## config.mk

```make
export PLATFORM = sky130hd
export DESIGN_NAME = multi_key_event_decoder_flat
export DESIGN_NICKNAME = d
export VERILOG_FILES = /design/src/rtl/multi_key_event_decoder_if.sv /design/src/rtl/multi_key_event_decoder.sv /design/src/flat_wrapper.sv
export SDC_FILE = /design/constraint.sdc
export NUM_CORES = 1
export LEC_CHECK = 0
export CORE_UTILIZATION = 27
export DETAILED_ROUTE_END_ITERATION = 10
export PLACE_DENSITY = 0.56
export RECOVER_POWER = 50
export REMOVE_ABC_BUFFERS = 1
export SETUP_SLACK_MARGIN = 0.05
export SLEW_MARGIN = 20
export SYNTH_ARGS = -nofsm -noshare
export SYNTH_HDL_FRONTEND = slang
export SYNTH_SLANG_ARGS = --single-unit
```

## constraint.sdc

```tcl
create_clock -name clk -period 2.2 [get_ports clk]
set_clock_uncertainty 0.2 [all_clocks]
set_input_delay 0.44 -clock clk [delete_from_list [all_inputs] [get_ports clk]]
set_output_delay 0.44 -clock clk [all_outputs]
set_load 0.05 [all_outputs]
```

## src/rtl/multi_key_event_decoder_if.sv

```systemverilog
// Keyboard scan-code bus into the multi-key decoder, plus its per-key event outputs.
// master drives scan codes and the key table; slave is the decoder.
interface multi_key_event_decoder_if #(
  parameter int NUM_KEYS = 4,
  parameter int CODE_W   = 9
);
  localparam int CNT_W = $clog2(NUM_KEYS + 1);

  logic [CODE_W-1:0]          keyCode_i;
  logic                       make_i;
  logic                       brakee_i;
  logic [NUM_KEYS*CODE_W-1:0] keyTable_i;
  logic                       clearToggles_i;

  logic [NUM_KEYS-1:0]        keyIsPressed_o;
  logic [NUM_KEYS-1:0]        keyRisingEdgePulse_o;
  logic [NUM_KEYS-1:0]        keyFallingEdgePulse_o;
  logic [NUM_KEYS-1:0]        keyToggle_o;
  logic [NUM_KEYS-1:0]        keyLongPress_o;
  logic [NUM_KEYS-1:0]        keyLongHeld_o;
  logic [NUM_KEYS-1:0]        keyRepeatPulse_o;
  logic                       anyKeyPressed_o;
  logic [CNT_W-1:0]           pressedCount_o;

  modport master (
    output keyCode_i, make_i, brakee_i, keyTable_i, clearToggles_i,
    input  keyIsPressed_o, keyRisingEdgePulse_o, keyFallingEdgePulse_o, keyToggle_o,
           keyLongPress_o, keyLongHeld_o, keyRepeatPulse_o, anyKeyPressed_o, pressedCount_o
  );

  modport slave (
    input  keyCode_i, make_i, brakee_i, keyTable_i, clearToggles_i,
    output keyIsPressed_o, keyRisingEdgePulse_o, keyFallingEdgePulse_o, keyToggle_o,
           keyLongPress_o, keyLongHeld_o, keyRepeatPulse_o, anyKeyPressed_o, pressedCount_o
  );
endinterface

```

## src/rtl/multi_key_event_decoder.sv

```systemverilog
// Decodes NUM_KEYS programmable scan codes into press/release/toggle/long-press events.
// Optional auto-repeat pulses are enabled by defining the macro KEY_REPEAT_EN.
module multi_key_event_decoder #(
  parameter int NUM_KEYS      = 4,
  parameter int CODE_W        = 9,
  parameter int HOLD_CYCLES   = 50,
  parameter int REPEAT_PERIOD = 25
) (
  input  logic                      clk,
  input  logic                      resetN,
  multi_key_event_decoder_if.slave  kbd
);
  localparam int CNT_W = $clog2(NUM_KEYS + 1);
  localparam int HW    = $clog2(HOLD_CYCLES + 1);
  localparam logic [HW-1:0] HOLD_LAST = HW'(HOLD_CYCLES - 1);
  localparam logic [HW-1:0] HOLD_MAX  = HW'(HOLD_CYCLES);

  localparam logic [1:0] ST_IDLE    = 2'd0;
  localparam logic [1:0] ST_PRESSED = 2'd1;
  localparam logic [1:0] ST_LONG    = 2'd2;

`ifdef KEY_REPEAT_EN
  localparam int RW = $clog2(REPEAT_PERIOD + 1);
  localparam logic [RW-1:0] RPT_LAST = RW'(REPEAT_PERIOD - 1);
`endif

  logic [NUM_KEYS-1:0] pressed_vec;
  logic [NUM_KEYS-1:0] rise_vec;
  logic [NUM_KEYS-1:0] fall_vec;
  logic [NUM_KEYS-1:0] tog_vec;
  logic [NUM_KEYS-1:0] lp_vec;
  logic [NUM_KEYS-1:0] held_vec;
  logic [NUM_KEYS-1:0] rpt_vec;
  logic [CNT_W-1:0]    count_sum;

  for (genvar gi = 0; gi < NUM_KEYS; gi++) begin : g_key
    logic [1:0]    state_q, state_d;
    logic [HW-1:0] hold_q, hold_d;
    logic          rise_q, rise_d;
    logic          fall_q, fall_d;
    logic          tog_q, tog_d;
    logic          lp_q, lp_d;
    logic          match, rel, prs;

    always_comb begin
      match   = (kbd.keyCode_i == kbd.keyTable_i[gi*CODE_W +: CODE_W]);
      // brakee has priority; make only acts on an idle key so resends never retrigger
      rel     = kbd.brakee_i && match && (state_q != ST_IDLE);
      prs     = kbd.make_i && !kbd.brakee_i && match && (state_q == ST_IDLE);
      state_d = state_q;
      hold_d  = hold_q;
      rise_d  = 1'b0;
      fall_d  = 1'b0;
      lp_d    = 1'b0;
      tog_d   = tog_q;
      if ((state_q != ST_IDLE) && (hold_q != HOLD_MAX)) begin
        hold_d = hold_q + 1'b1;
      end
      if (rel) begin
        state_d = ST_IDLE;
        fall_d  = 1'b1;
        hold_d  = '0;
      end else if (prs) begin
        state_d = ST_PRESSED;
        rise_d  = 1'b1;
        hold_d  = '0;
        tog_d   = ~tog_q;
      end else if ((state_q == ST_PRESSED) && (hold_q == HOLD_LAST)) begin
        state_d = ST_LONG;
        lp_d    = 1'b1;
      end
      if (kbd.clearToggles_i) begin
        tog_d = 1'b0;
      end
    end

    always_ff @(posedge clk or negedge resetN) begin
      if (!resetN) begin
        state_q <= ST_IDLE;
        hold_q  <= '0;
        rise_q  <= 1'b0;
        fall_q  <= 1'b0;
        tog_q   <= 1'b0;
        lp_q    <= 1'b0;
      end else begin
        state_q <= state_d;
        hold_q  <= hold_d;
        rise_q  <= rise_d;
        fall_q  <= fall_d;
        tog_q   <= tog_d;
        lp_q    <= lp_d;
      end
    end

    assign pressed_vec[gi] = (state_q != ST_IDLE);
    assign held_vec[gi]    = (state_q == ST_LONG);
    assign rise_vec[gi]    = rise_q;
    assign fall_vec[gi]    = fall_q;
    assign tog_vec[gi]     = tog_q;
    assign lp_vec[gi]      = lp_q;

`ifdef KEY_REPEAT_EN
    logic [RW-1:0] rpt_q;
    logic          rpt_pulse_q;

    always_ff @(posedge clk or negedge resetN) begin
      if (!resetN) begin
        rpt_q       <= '0;
        rpt_pulse_q <= 1'b0;
      end else if (lp_d) begin
        rpt_q       <= '0;
        rpt_pulse_q <= 1'b1;
      end else if ((state_q == ST_LONG) && (state_d == ST_LONG)) begin
        if (rpt_q == RPT_LAST) begin
          rpt_q       <= '0;
          rpt_pulse_q <= 1'b1;
        end else begin
          rpt_q       <= rpt_q + 1'b1;
          rpt_pulse_q <= 1'b0;
        end
      end else begin
        rpt_q       <= '0;
        rpt_pulse_q <= 1'b0;
      end
    end

    assign rpt_vec[gi] = rpt_pulse_q;
`else
    assign rpt_vec[gi] = 1'b0;
`endif
  end

  always_comb begin
    count_sum = '0;
    for (int i = 0; i < NUM_KEYS; i++) begin
      count_sum = count_sum + CNT_W'(pressed_vec[i]);
    end
  end

  assign kbd.keyIsPressed_o        = pressed_vec;
  assign kbd.keyRisingEdgePulse_o  = rise_vec;
  assign kbd.keyFallingEdgePulse_o = fall_vec;
  assign kbd.keyToggle_o           = tog_vec;
  assign kbd.keyLongPress_o        = lp_vec;
  assign kbd.keyLongHeld_o         = held_vec;
  assign kbd.keyRepeatPulse_o      = rpt_vec;
  assign kbd.anyKeyPressed_o       = |pressed_vec;
  assign kbd.pressedCount_o        = count_sum;
endmodule

```

## src/flat_wrapper.sv

```systemverilog
// flat-port wrapper written by rule: the top's interface ports become plain ports
module multi_key_event_decoder_flat 
#(
  parameter int NUM_KEYS      = 4,
  parameter int CODE_W        = 9,
  parameter int HOLD_CYCLES   = 50,
  parameter int REPEAT_PERIOD = 25
)
  (clk, resetN, kbd_keyCode_i, kbd_make_i, kbd_brakee_i, kbd_keyTable_i, kbd_clearToggles_i, kbd_keyIsPressed_o, kbd_keyRisingEdgePulse_o, kbd_keyFallingEdgePulse_o, kbd_keyToggle_o, kbd_keyLongPress_o, kbd_keyLongHeld_o, kbd_keyRepeatPulse_o, kbd_anyKeyPressed_o, kbd_pressedCount_o);
  multi_key_event_decoder_if #(.NUM_KEYS(NUM_KEYS), .CODE_W(CODE_W)) kbd_i ();
  input  logic clk;
  input  logic resetN;
  input wire logic [$bits(kbd_i.keyCode_i)-1:0] kbd_keyCode_i;
  input wire logic [$bits(kbd_i.make_i)-1:0] kbd_make_i;
  input wire logic [$bits(kbd_i.brakee_i)-1:0] kbd_brakee_i;
  input wire logic [$bits(kbd_i.keyTable_i)-1:0] kbd_keyTable_i;
  input wire logic [$bits(kbd_i.clearToggles_i)-1:0] kbd_clearToggles_i;
  output wire logic [$bits(kbd_i.keyIsPressed_o)-1:0] kbd_keyIsPressed_o;
  output wire logic [$bits(kbd_i.keyRisingEdgePulse_o)-1:0] kbd_keyRisingEdgePulse_o;
  output wire logic [$bits(kbd_i.keyFallingEdgePulse_o)-1:0] kbd_keyFallingEdgePulse_o;
  output wire logic [$bits(kbd_i.keyToggle_o)-1:0] kbd_keyToggle_o;
  output wire logic [$bits(kbd_i.keyLongPress_o)-1:0] kbd_keyLongPress_o;
  output wire logic [$bits(kbd_i.keyLongHeld_o)-1:0] kbd_keyLongHeld_o;
  output wire logic [$bits(kbd_i.keyRepeatPulse_o)-1:0] kbd_keyRepeatPulse_o;
  output wire logic [$bits(kbd_i.anyKeyPressed_o)-1:0] kbd_anyKeyPressed_o;
  output wire logic [$bits(kbd_i.pressedCount_o)-1:0] kbd_pressedCount_o;
  assign kbd_i.keyCode_i = kbd_keyCode_i;
  assign kbd_i.make_i = kbd_make_i;
  assign kbd_i.brakee_i = kbd_brakee_i;
  assign kbd_i.keyTable_i = kbd_keyTable_i;
  assign kbd_i.clearToggles_i = kbd_clearToggles_i;
  assign kbd_keyIsPressed_o = kbd_i.keyIsPressed_o;
  assign kbd_keyRisingEdgePulse_o = kbd_i.keyRisingEdgePulse_o;
  assign kbd_keyFallingEdgePulse_o = kbd_i.keyFallingEdgePulse_o;
  assign kbd_keyToggle_o = kbd_i.keyToggle_o;
  assign kbd_keyLongPress_o = kbd_i.keyLongPress_o;
  assign kbd_keyLongHeld_o = kbd_i.keyLongHeld_o;
  assign kbd_keyRepeatPulse_o = kbd_i.keyRepeatPulse_o;
  assign kbd_anyKeyPressed_o = kbd_i.anyKeyPressed_o;
  assign kbd_pressedCount_o = kbd_i.pressedCount_o;
  multi_key_event_decoder #(.NUM_KEYS(NUM_KEYS), .CODE_W(CODE_W), .HOLD_CYCLES(HOLD_CYCLES), .REPEAT_PERIOD(REPEAT_PERIOD)) u_core (.clk(clk), .resetN(resetN), .kbd(kbd_i));
endmodule
```

==> impl_results.md, run 1 <==
- Status: finished, violations left
- Violations in the final reports: negative setup slack
- Top cells by area, synth: dfrtp_1 40%, xor2_1 12%, ha_1 6.3%
- Routed vias: 2537
- Clock slew at reported path FFs: 0.09 ns
- I/O Pins: 82
- CP cell instances: or2_4, inv_4, ha_4, inv_2, fa_2, inv_2, ha_4, buf_12
- Worst setup path category: flop to output pin
- Final Wtd Congestion: 0.737
- Hold path cells: 2
- Max Root-Sink Buffers: 2
- Chip height: 107 um
- Die ar.: 0.0115 mm2
- Worst R2R Path Depth: 5
- Share of power burned in registers: 40.4%
- WHS: 0.357 ns
- Initial core utilization: 27.7%
- Switch share: 36.6%
- Critical path origin: u_core.g_key[0].state_q[0]
- Post-synth EDFFs: 0
- Top_reg_cell synth: dfrtp_1
- Final worst setup slack: -0.379 ns
- Post-synth top cells: 48 x dfrtp_1, 46 x nor2_1, 40 x xor2_1, 23 x inv_1, 22 x a21oi_1
- Post-synthesis sequential area ratio: 40.2%
- Hold Vio Cnt, Final: 0
- Cell family with most CP delay: adder cells
- Final Setup Violations: 19
- DRT antenna net count: 0
- Post-Synthesis Cells: 320
- Net Sw Power: 1.25 mW
- Number of synthesis warnings: 0
- Logic gate share of total power: 38.8%
- RSZ-0062 raised after global routing: yes
- WP depth: 8
- Vias in the first global route: 2560
- Critical path peak fanout: 2
- CP Capture Type: output pin
- Netlist cell types: 34
- Ys async rst share: 100%
- Share of post-route cells with drive strength above 1: 23.7%
- Hpwl dp: 5900 um
- Core Area: 0.0108 mm2
- RR Startpoint: u_core.g_key[3].hold_q[2]
- DRC viols: 0
- Worst hold start: u_core.g_key[1].hold_q[5]
- DR vias/cell: 4.42
- 1st-pass router iterations: 4
- Req. time, crit path: 1.56 ns
- Avg Cell Area, Syn: 9.34 um2
- Final period util: 117%
- Rows: 38
- First-pass GRT wire length: 11800 um
- Fmax: 0.388 GHz
- Initial drt markers: 103
- Synthesized area: 0.00299 mm2
- Gr usage total: 13.1%
- DR WL/cell: 12.6 um
- Power Dens Cells: 788 mW/mm2
- Critical path's slowest cell: dfrtp_1
- Final TNS setup: -3.03 ns
- # nets final: 499
- Initial antenna violation count: 0
- Final Max Tran Viols: 0
- Internal power: 2.16 mW
- Slew headroom: 29.2%
- # H-tree levels: 2
- Peak supply drop: 0.465 mV
- Buffers on Ports: 77
- Largest net degree at the start of global routing: 31
- # diodes: 0
- WP buf/inv: 4
- Critical Path Source Type: flop
- Max_cap viols: 0
- P&R area growth vs syn: 44.9%
- Critical path data arrival time: 1.94 ns
- Area leader, netlist: dfrtp_1
- Post-synth top area share: 40.2%
- FF+latch count, synth: 48
- Clk sink count: 48
- Worst-margin pin slew: 1.06 ns
- Clock power share: 20.8%
- Clock tree from TritonCTS: done
- Max stage delay on crit path: 0.40 ns
- Skew-Pair Late Insertion Delay: 0.30 ns
- DIE WIDTH: 107 um
- Worst Hold Class: flop to flop
- Leak pwr: 2.00 nW
- Num CTS Buffers: 5
- Total grt overflow: 0
- Final WL: 7250 um
- Most frequent cell after synthesis: dfrtp_1
- Root Driver: clkbuf_8
- Tmin final: 2.58 ns
flip-flops by register name, indices dropped and copies added, names as in the netlist:
register / count
u_core.g_key.fall_q: 4
u_core.g_key.lp_q: 4
u_core.g_key.tog_q: 4
u_core.g_key.hold_q: 24
u_core.g_key.state_q: 8
u_core.g_key.rise_q: 4
placed cells by master (no fill, tap or decap), drive strengths merged, types with 7 or more instances in the layout:
cell type / instances
buf: 57
nand4: 13
or3: 8
clkdlybuf4s50: 44
clkbuf: 18
nor2: 46
ha: 15
dlygate4sd2: 7
a21oi: 22
o21ai: 11
dfrtp: 48
nor3: 10
xor2: 40
nand2: 16
inv: 23
nand3: 8
power by group through the flow:
stage	Clock, mW	Sequential, mW	Combinational [mW]
after floorplan	0	1.33	0.838
after global placement	0	1.38	1.25
after detailed placement	0	1.39	1.28
after CTS	0.732	1.37	1.32
after global routing	0.761	1.42	1.47
final	0.710	1.38	1.32
metrics by stage:
stage | setup WS (ns) | power [mW] | cells | instance area [um2] | util (%)
after floorplan | -0.418 | 2.17 | 299 | 2830 | -
after global placement | -0.566 | 2.62 | 562 | 4130 | 38.3
after detailed placement | -0.594 | 2.67 | 562 | 4130 | 38.3
after CTS | -0.406 | 3.42 | 572 | 4310 | 40.0
after global routing | -0.427 | 3.66 | 574 | 4330 | 40.1
final | -0.379 | 3.41 | 574 | 4330 | 40.1
cell type report:
type                       instances  area (um2)
fill                            1093        6460
multi-input combinational        228        1630
sequential                        48        1200
timing repair buffer             127        1110
tap                              140         175
clock buffer                       7        96.3
inverter                          23        88.8
clock inverter                     1        30.0
repair_timing:
| item | CTS | global route |
|---|---|---|
| setup endpoints to repair | 46 | 37 |
| hold buffers | 1 | 0 |
| setup buffers | 1 | 2 |
| endpoints found under the hold margin | 18 | 0 |
| pin swaps | 2 | 22 |
| resized for setup | 26 | 22 |
per-layer routing:
| metal | vias to the layer above | wire, um | track usage (%) |
|---|---|---|---|
| met4 | 0 | 74 | 3.23 |
| met5 | - | 0 | 0 |
| met1 | 1182 | 3290 | 16.0 |
| met2 | 75 | 3540 | 23.5 |
| met3 | 6 | 347 | 2.49 |
| li1 | 1274 | - | - |
logic make-up (layout without fill, tap and decap cells):
family / after synthesis / after routing / share of synthesized area (%)
mux: 4 / 4 / 1.51
other cells: 1 / 4 / 0.126
simple gates: 114 / 114 / 19.8
buf+inv: 47 / 158 / 8.50
compound gates: 44 / 44 / 9.46
xor+xnor: 46 / 46 / 13.5
fa+ha+maj: 16 / 16 / 6.95
flops: 48 / 48 / 40.2
path summary, 6_finish.rpt:
check / slack (ns) / end
max: -0.38 / kbd_pressedCount_o[1]
max reg2reg: 0.25 / u_core.g_key[3].hold_q[2]
max in group asynchronous: 0.19 / u_core.g_key[0].state_q[0]
min reg2reg: 0.36 / u_core.g_key[1].hold_q[5]
min in group asynchronous: 0.63 / u_core.g_key[3].hold_q[0]
min: 0.36 / u_core.g_key[1].hold_q[5]
worst reg2reg max path, cell delays in order, from the launching register on:
cell and delay [ns]:
dfrtp_1 0.43, and4bb_2 0.29, a21oi_1 0.31, a41oi_4 0.10
or3_4 0.45, a21oi_2 0.12
No activity file was read; power rests on OpenSTA's default activity.
==> run 2: changes to the inputs <==
- MAX_ROUTING_LAYER: default -> met4
==> run 2 against run 1 <==
Net effect:
- the flow still finishes with violations (negative setup slack)
- clock power hardly changed
- power hardly changed
- via count is 0.16% lower
- sequential power hardly changed
- non-clock buffer count stayed put
- first-iteration DRC count is 0.97% lower
- cell count stayed put
==> impl_results.md, run 2 (synthesis results as in run 1) <==
- Final period util: 117% (about the same)
- # nets final: 499 (unchanged)
- Peak supply drop: 0.465 mV (about the same)
- I/O Pins: 82 (unchanged)
- Slew headroom: 29.2% (unchanged)
- Num CTS Buffers: 5 (unchanged)
- P&R area growth vs syn: 44.9% (unchanged)
- Skew-Pair Late Insertion Delay: 0.29 ns (about the same)
- Max Root-Sink Buffers: 2 (unchanged)
- Routed vias: 2533 (-0.16%)
- Biggest regs: u_core.g_key.hold_q x24, u_core.g_key.state_q x8
- Largest net degree at the start of global routing: 31 (unchanged)
- RSZ-0062 raised after global routing: yes
- Total grt overflow: 0 (unchanged)
- Power Dens Cells: 789 mW/mm2 (about the same)
- Fmax: 0.388 GHz (about the same)
- Vias in the first global route: 2561 (+0.039%)
- Critical Path Source Type: flop
- Rows: 38 (unchanged)
- Violations in the final reports: negative setup slack
- DIE WIDTH: 107 um (unchanged)
- Tmin final: 2.58 ns (-0.000364 ns)
- Max_cap viols: 0 (unchanged)
- Worst setup path category: flop to output pin
- WHS: 0.357 ns (+0.000230 ns)
- Root Driver: clkbuf_8
- Clock tree from TritonCTS: done
- Reg with most FFs: u_core.g_key.hold_q
- Leak pwr: 2.00 nW (unchanged)
- Die ar.: 0.0115 mm2 (unchanged)
- Hpwl dp: 5900 um (unchanged)
- DR vias/cell: 4.41 (-0.16%)
- DR WL/cell: 12.6 um (about the same)
- DRT antenna net count: 0 (unchanged)
- CP Capture Type: output pin
- Critical path data arrival time: 1.94 ns (about the same)
- Final Wtd Congestion: 0.746 (+1.2%)
- 1st-pass router iterations: 4 (unchanged)
- DRC viols: 0 (unchanged)
- Worst-margin pin slew: 1.06 ns (unchanged)
- # H-tree levels: 2 (unchanged)
- Initial core utilization: 27.7% (unchanged)
- Core Area: 0.0108 mm2 (unchanged)
- Most frequent cells in the layout: 53 x buf_4, 48 x dfrtp_1, 45 x nor2_1, 44 x clkdlybuf4s50_1, 37 x xor2_1
- Layout fillers: 1093 (unchanged)
- Commonest non-fill, non-tap cell in the layout: buf_4
- Clk sink count: 48 (unchanged)
- Initial antenna violation count: 0 (unchanged)
- Req. time, crit path: 1.56 ns (about the same)
- Buffers on Ports: 77 (unchanged)
- Chip height: 107 um (unchanged)
- Final WL: 7240 um (about the same)
- Critical path peak fanout: 2 (unchanged)
- Max reg flops: 24 (unchanged)
- Status: finished, violations left
- Hold Vio Cnt, Final: 0 (unchanged)
- Final worst setup slack: -0.378 ns (+0.000364 ns)
- Initial drt markers: 102 (-0.97%)
- Final Setup Violations: 21 (+2)
- # diodes: 0 (unchanged)
- First-pass GRT wire length: 11800 um (unchanged)
- Share of post-route cells with drive strength above 1: 23.7% (unchanged)
- Clock slew at reported path FFs: 0.09 ns (about the same)
- Worst slack, placed: -0.594 ns (unchanged)
- Gr usage total: 13.4% (+0.35 points)
- Worst Hold Class: flop to flop
- Final Max Tran Viols: 0 (unchanged)
## run 2: cell counts in the layout (fill, tap and decap cells not counted)
Identical to the previous run, type by type.
## run 2: final timing paths
check | startpoint | end | slack [ns] | cells after the start
worst min-delay path | u_core.g_key[1].hold_q[5] | u_core.g_key[1].hold_q[5] | 0.36 | 2
max in group asynchronous | resetN | u_core.g_key[0].state_q[0] | 0.19 | 3
worst min register to register | u_core.g_key[1].hold_q[5] | u_core.g_key[1].hold_q[5] | 0.36 | 2
worst max-delay path | u_core.g_key[0].state_q[0] | kbd_pressedCount_o[1] | -0.38 | 8
min in group asynchronous | resetN | u_core.g_key[3].hold_q[0] | 0.63 | 2
worst max register to register | u_core.g_key[3].hold_q[2] | u_core.g_key[3].hold_q[2] | 0.25 | 5
## run 2: through the flow
step / util (%) / TNS [ns] / std cells / power (mW) / cell area [um2]
detailed placement: 38.3 / -18.84 / 562 / 2.67 / 4130
global placement: 38.3 / -17.75 / 562 / 2.62 / 4130
global route: 40.1 / -7.60 / 574 / 3.66 / 4330
finish: 40.1 / -3.07 / 574 / 3.41 / 4330
CTS: 40.0 / -1.10 / 572 / 3.42 / 4310
floorplan: - / -1.25 / 299 / 2.17 / 2830
## run 2: what timing repair did
action	4_1_cts	5_1_grt
pin swaps	2	22
hold buffers	1	0
gates resized for setup	26	22
hold endpoints to repair	18	0
endpoints found under the setup margin	46	37
setup buffers	1	2
## run 2: area by class of cell
| type | instances | area, um2 | share of cell area [%] |
|---|---|---|---|
| clock buffer | 7 | 96.3 | 2.22 |
| clock inverter | 1 | 30.0 | 0.693 |
| inverter | 23 | 88.8 | 2.05 |
| multi-input combinational | 228 | 1630 | 37.6 |
| sequential | 48 | 1200 | 27.7 |
| tap | 140 | 175 | 4.05 |
| timing repair buffer | 127 | 1110 | 25.7 |
## run 2: worst max-delay path, stage by stage (launching register included)
cell and delay (ns):
dfrtp_1 0.40, or2_4 0.27, inv_4 0.06, ha_4 0.12, inv_2 0.03, fa_2 0.35, inv_2 0.08, ha_4 0.20
buf_12 0.14
## run 2: per-layer routing
metal / vias up / part of all wire, % / global-route usage (%)
met4: 0 / 1.0 / 3.23
met3: 6 / 3.9 / 2.07
met5: - / 0 / -
met2: 73 / 49 / 23.5
met1: 1180 / 46 / 16.2
li1: 1274 / - / -
## run 2: report_power, final
part | switching, mW | total [mW] | internal (mW)
registers | 0.259 | 1.38 | 1.12
clock network | 0.309 | 0.710 | 0.402
logic | 0.685 | 1.32 | 0.640
==> RTL edit: new RTL, config.mk and constraints of run 1 <==
Add a define of `KEY_REPEAT_EN`.
--- a/src/rtl/multi_key_event_decoder.sv
+++ b/src/rtl/multi_key_event_decoder.sv
@@ -1,5 +1,7 @@
 // Decodes NUM_KEYS programmable scan codes into press/release/toggle/long-press events.
 // Optional auto-repeat pulses are enabled by defining the macro KEY_REPEAT_EN.
+`define KEY_REPEAT_EN
+
 module multi_key_event_decoder #(
   parameter int NUM_KEYS      = 4,
   parameter int CODE_W        = 9,
Function: no difference found for any inputs over 4 cycles, from zero or initial values and one cycle with resetN low; that may be too few to reach the edited logic, so the function may still have changed.
==> RTL edit against run 1 <==
Synthesized area grew 43%; the run still ends with negative setup slack left; maximum frequency shrank 2.4%; wire length grew 68%; worst setup slack lost 0.062 ns; critical path type unchanged; global-route usage grew 2.9 points; power grew 48%; die area grew 42%; count of clock-buffer cells in the layout grew 6; clock power grew 100%; sequential cell count grew 24; worst hold slack lost 0.062 ns; largest cell class unchanged; combinational power grew 24%; critical endpoint unchanged; final area grew 46%; non-clock buffer count grew 43.
==> RTL edit: results (changes against run 1) <==
Status
  – Status: complete, but fails checks
  – Failing checks: negative setup slack

Routing
  – Vias per cell: 4.613 (+4.4%)
  – Top Metal Used: met4
  – Met2 Wirelength: 5705 um (+61%)
  – Met3 wire len: 825 um (+140%)
  – Drt initial violations: 228 (+120%)
  – Total wire length: 12150 um (+68%)

Setup path
  – First element of the critical path: u_core.g_key[1].state_q[1]$_DFF_PN0_
  – Flop-to-flop setup slack: 0.09 ns (-0.16 ns)
  – Worst path arrival time: 2.00 ns (+0.06 ns)
  – R2r startpoint: u_core.g_key[0].state_q[1]$_DFF_PN0_
  – Slowest cell on the critical path: dfrtp_1

Global route
  – Overall routing resource usage: 16.03% (+2.9 points)
  – First-pass GRT wire length: 19790 um (+67%)
  – Vias in the first global route: 3818 (+49%)
  – Largest net degree at the start of global routing: 33 (+6.5%)

Clocking
  – Clock Tree Root: clkbuf_16
  – Clk Latency, worst-skew pair: 0.33 ns (+0.03 ns)
  – CTS Buf Count: 9 (+4)

Logic synthesis
  – Top post-synthesis cells by count: dfrtp_1, xnor2_1, nor2_1, inv_1, nand2_1
  – Synth cell types: 44 (+29%)
  – Top cells by area, synth: dfrtp_1, xnor2_1, ha_1, buf_4, xor2_1

Placed design
  – Gpl congestion: 0.8238 (+12%)
  – Port bufs: 81 (+5.2%)
  – DP HPWL: 9355 um (+59%)

Power and ir drop
  – Max VDD drop: 0.3966 mV (-15%)
  – Pleak: 2.687 nW (+34%)
  – Sw frac: 33.53% (-3.1 points)

Timing
  – WHS: 0.2952 ns (-0.06185 ns)
  – Final setup viols: 4 (-15)
  – Worst setup margin: -0.4410 ns (-0.06238 ns)
  – Slew Limit Headroom: 58.13% (+29 points)

Layout
  – Biggest regs: u_core.g_key.hold_q: 24 flops, u_core.g_key.rpt_q: 20 flops, u_core.g_key.state_q: 8 flops

Worst hold path
  – Worst Hold Path EP: u_core.g_key[1].rpt_q[0]$_DFF_PN0_
  – Min-Delay Path Depth: 1 (-1)
-- RTL edit: cell count changes after synthesis, sizes merged, moves of 8 or more --
cell / before / now
dfrtp: 48 / 72
nand2: 16 / 24
ha: 15 / 23
xor2: 40 / 18
nor2: 46 / 35
nor4: 4 / 16
o21ai: 11 / 2
inv: 23 / 33
xnor2: 6 / 49
nor3: 10 / 18
-- RTL edit: layout make-up --
type	instances	area share, %
Timing Repair Buffer	170	23.38
Clock inverter	3	0.6742
Multi-Input combinational cell	297	37.40
Inverter	33	2.003
Tap cell	211	4.184
Clock buffer	13	3.807
Sequential cell	72	28.55
-- RTL edit: repair_timing --
| action | 4_1_cts | 5_1_grt |
|---|---|---|
| gates resized for setup | 42 | 25 |
| setup endpoints to repair | 62 | 49 |
| cloned | 1 | 0 |
| endpoints found under the hold margin | 21 | 0 |
| buffers inserted | 7 | 0 |
| hold buffers | 1 | 0 |
| pin swaps | 12 | 7 |
-- RTL edit: power groups by stage --
stage / clock [mW] / combinational, mW / sequential (mW)
global placement: 0 / 1.52 / 1.97
detailed placement: 0 / 1.58 / 1.99
global route: 1.53 / 1.83 / 2.03
finish: 1.43 / 1.64 / 1.98
floorplan: 0 / 0.989 / 1.93
CTS: 1.48 / 1.66 / 1.97
-- RTL edit: kinds of logic after synthesis --
group / share of synthesized area [%]
DFF: 42.28
and+or+nand+nor: 21.87
muxes: 0.2642
buffers and inverters: 7.516
AOI/OAI and AO/OA: 7.076
xor gates and xnor gates: 13.77
adders and majority gates: 7.223
-- RTL edit: per-stage QoR --
step | util (%) | TNS, ns | worst slack [ns] | cells | cell area [um2]
finish | 41.20 | -1.234 | -0.4410 | 799 | 6310
global route | 41.20 | -1.427 | -0.4894 | 799 | 6310
detailed placement | 37.96 | -23.22 | -0.4719 | 776 | 5813
CTS | 41.17 | -1.301 | -0.4572 | 800 | 6305
floorplan | - | -1.407 | -0.5724 | 402 | 4065
global placement | 37.96 | -24.00 | -0.4618 | 776 | 5813
-- RTL edit: metal layers --
layer / GRT usage [%] / up-vias
met5: 0 / -
met4: 6.298 / 0
met1: 21.18 / 1777
met2: 25.39 / 103
met3: 3.685 / 17
li1: - / 1789
-- RTL edit: worst register-to-register path, delay by kind of cell, from the launching register on --
kind	cells	cell delay [ns]
flops	1	0.39
simple gates	3	1.19
buf+inv	1	0.13
compound gates	1	0.12
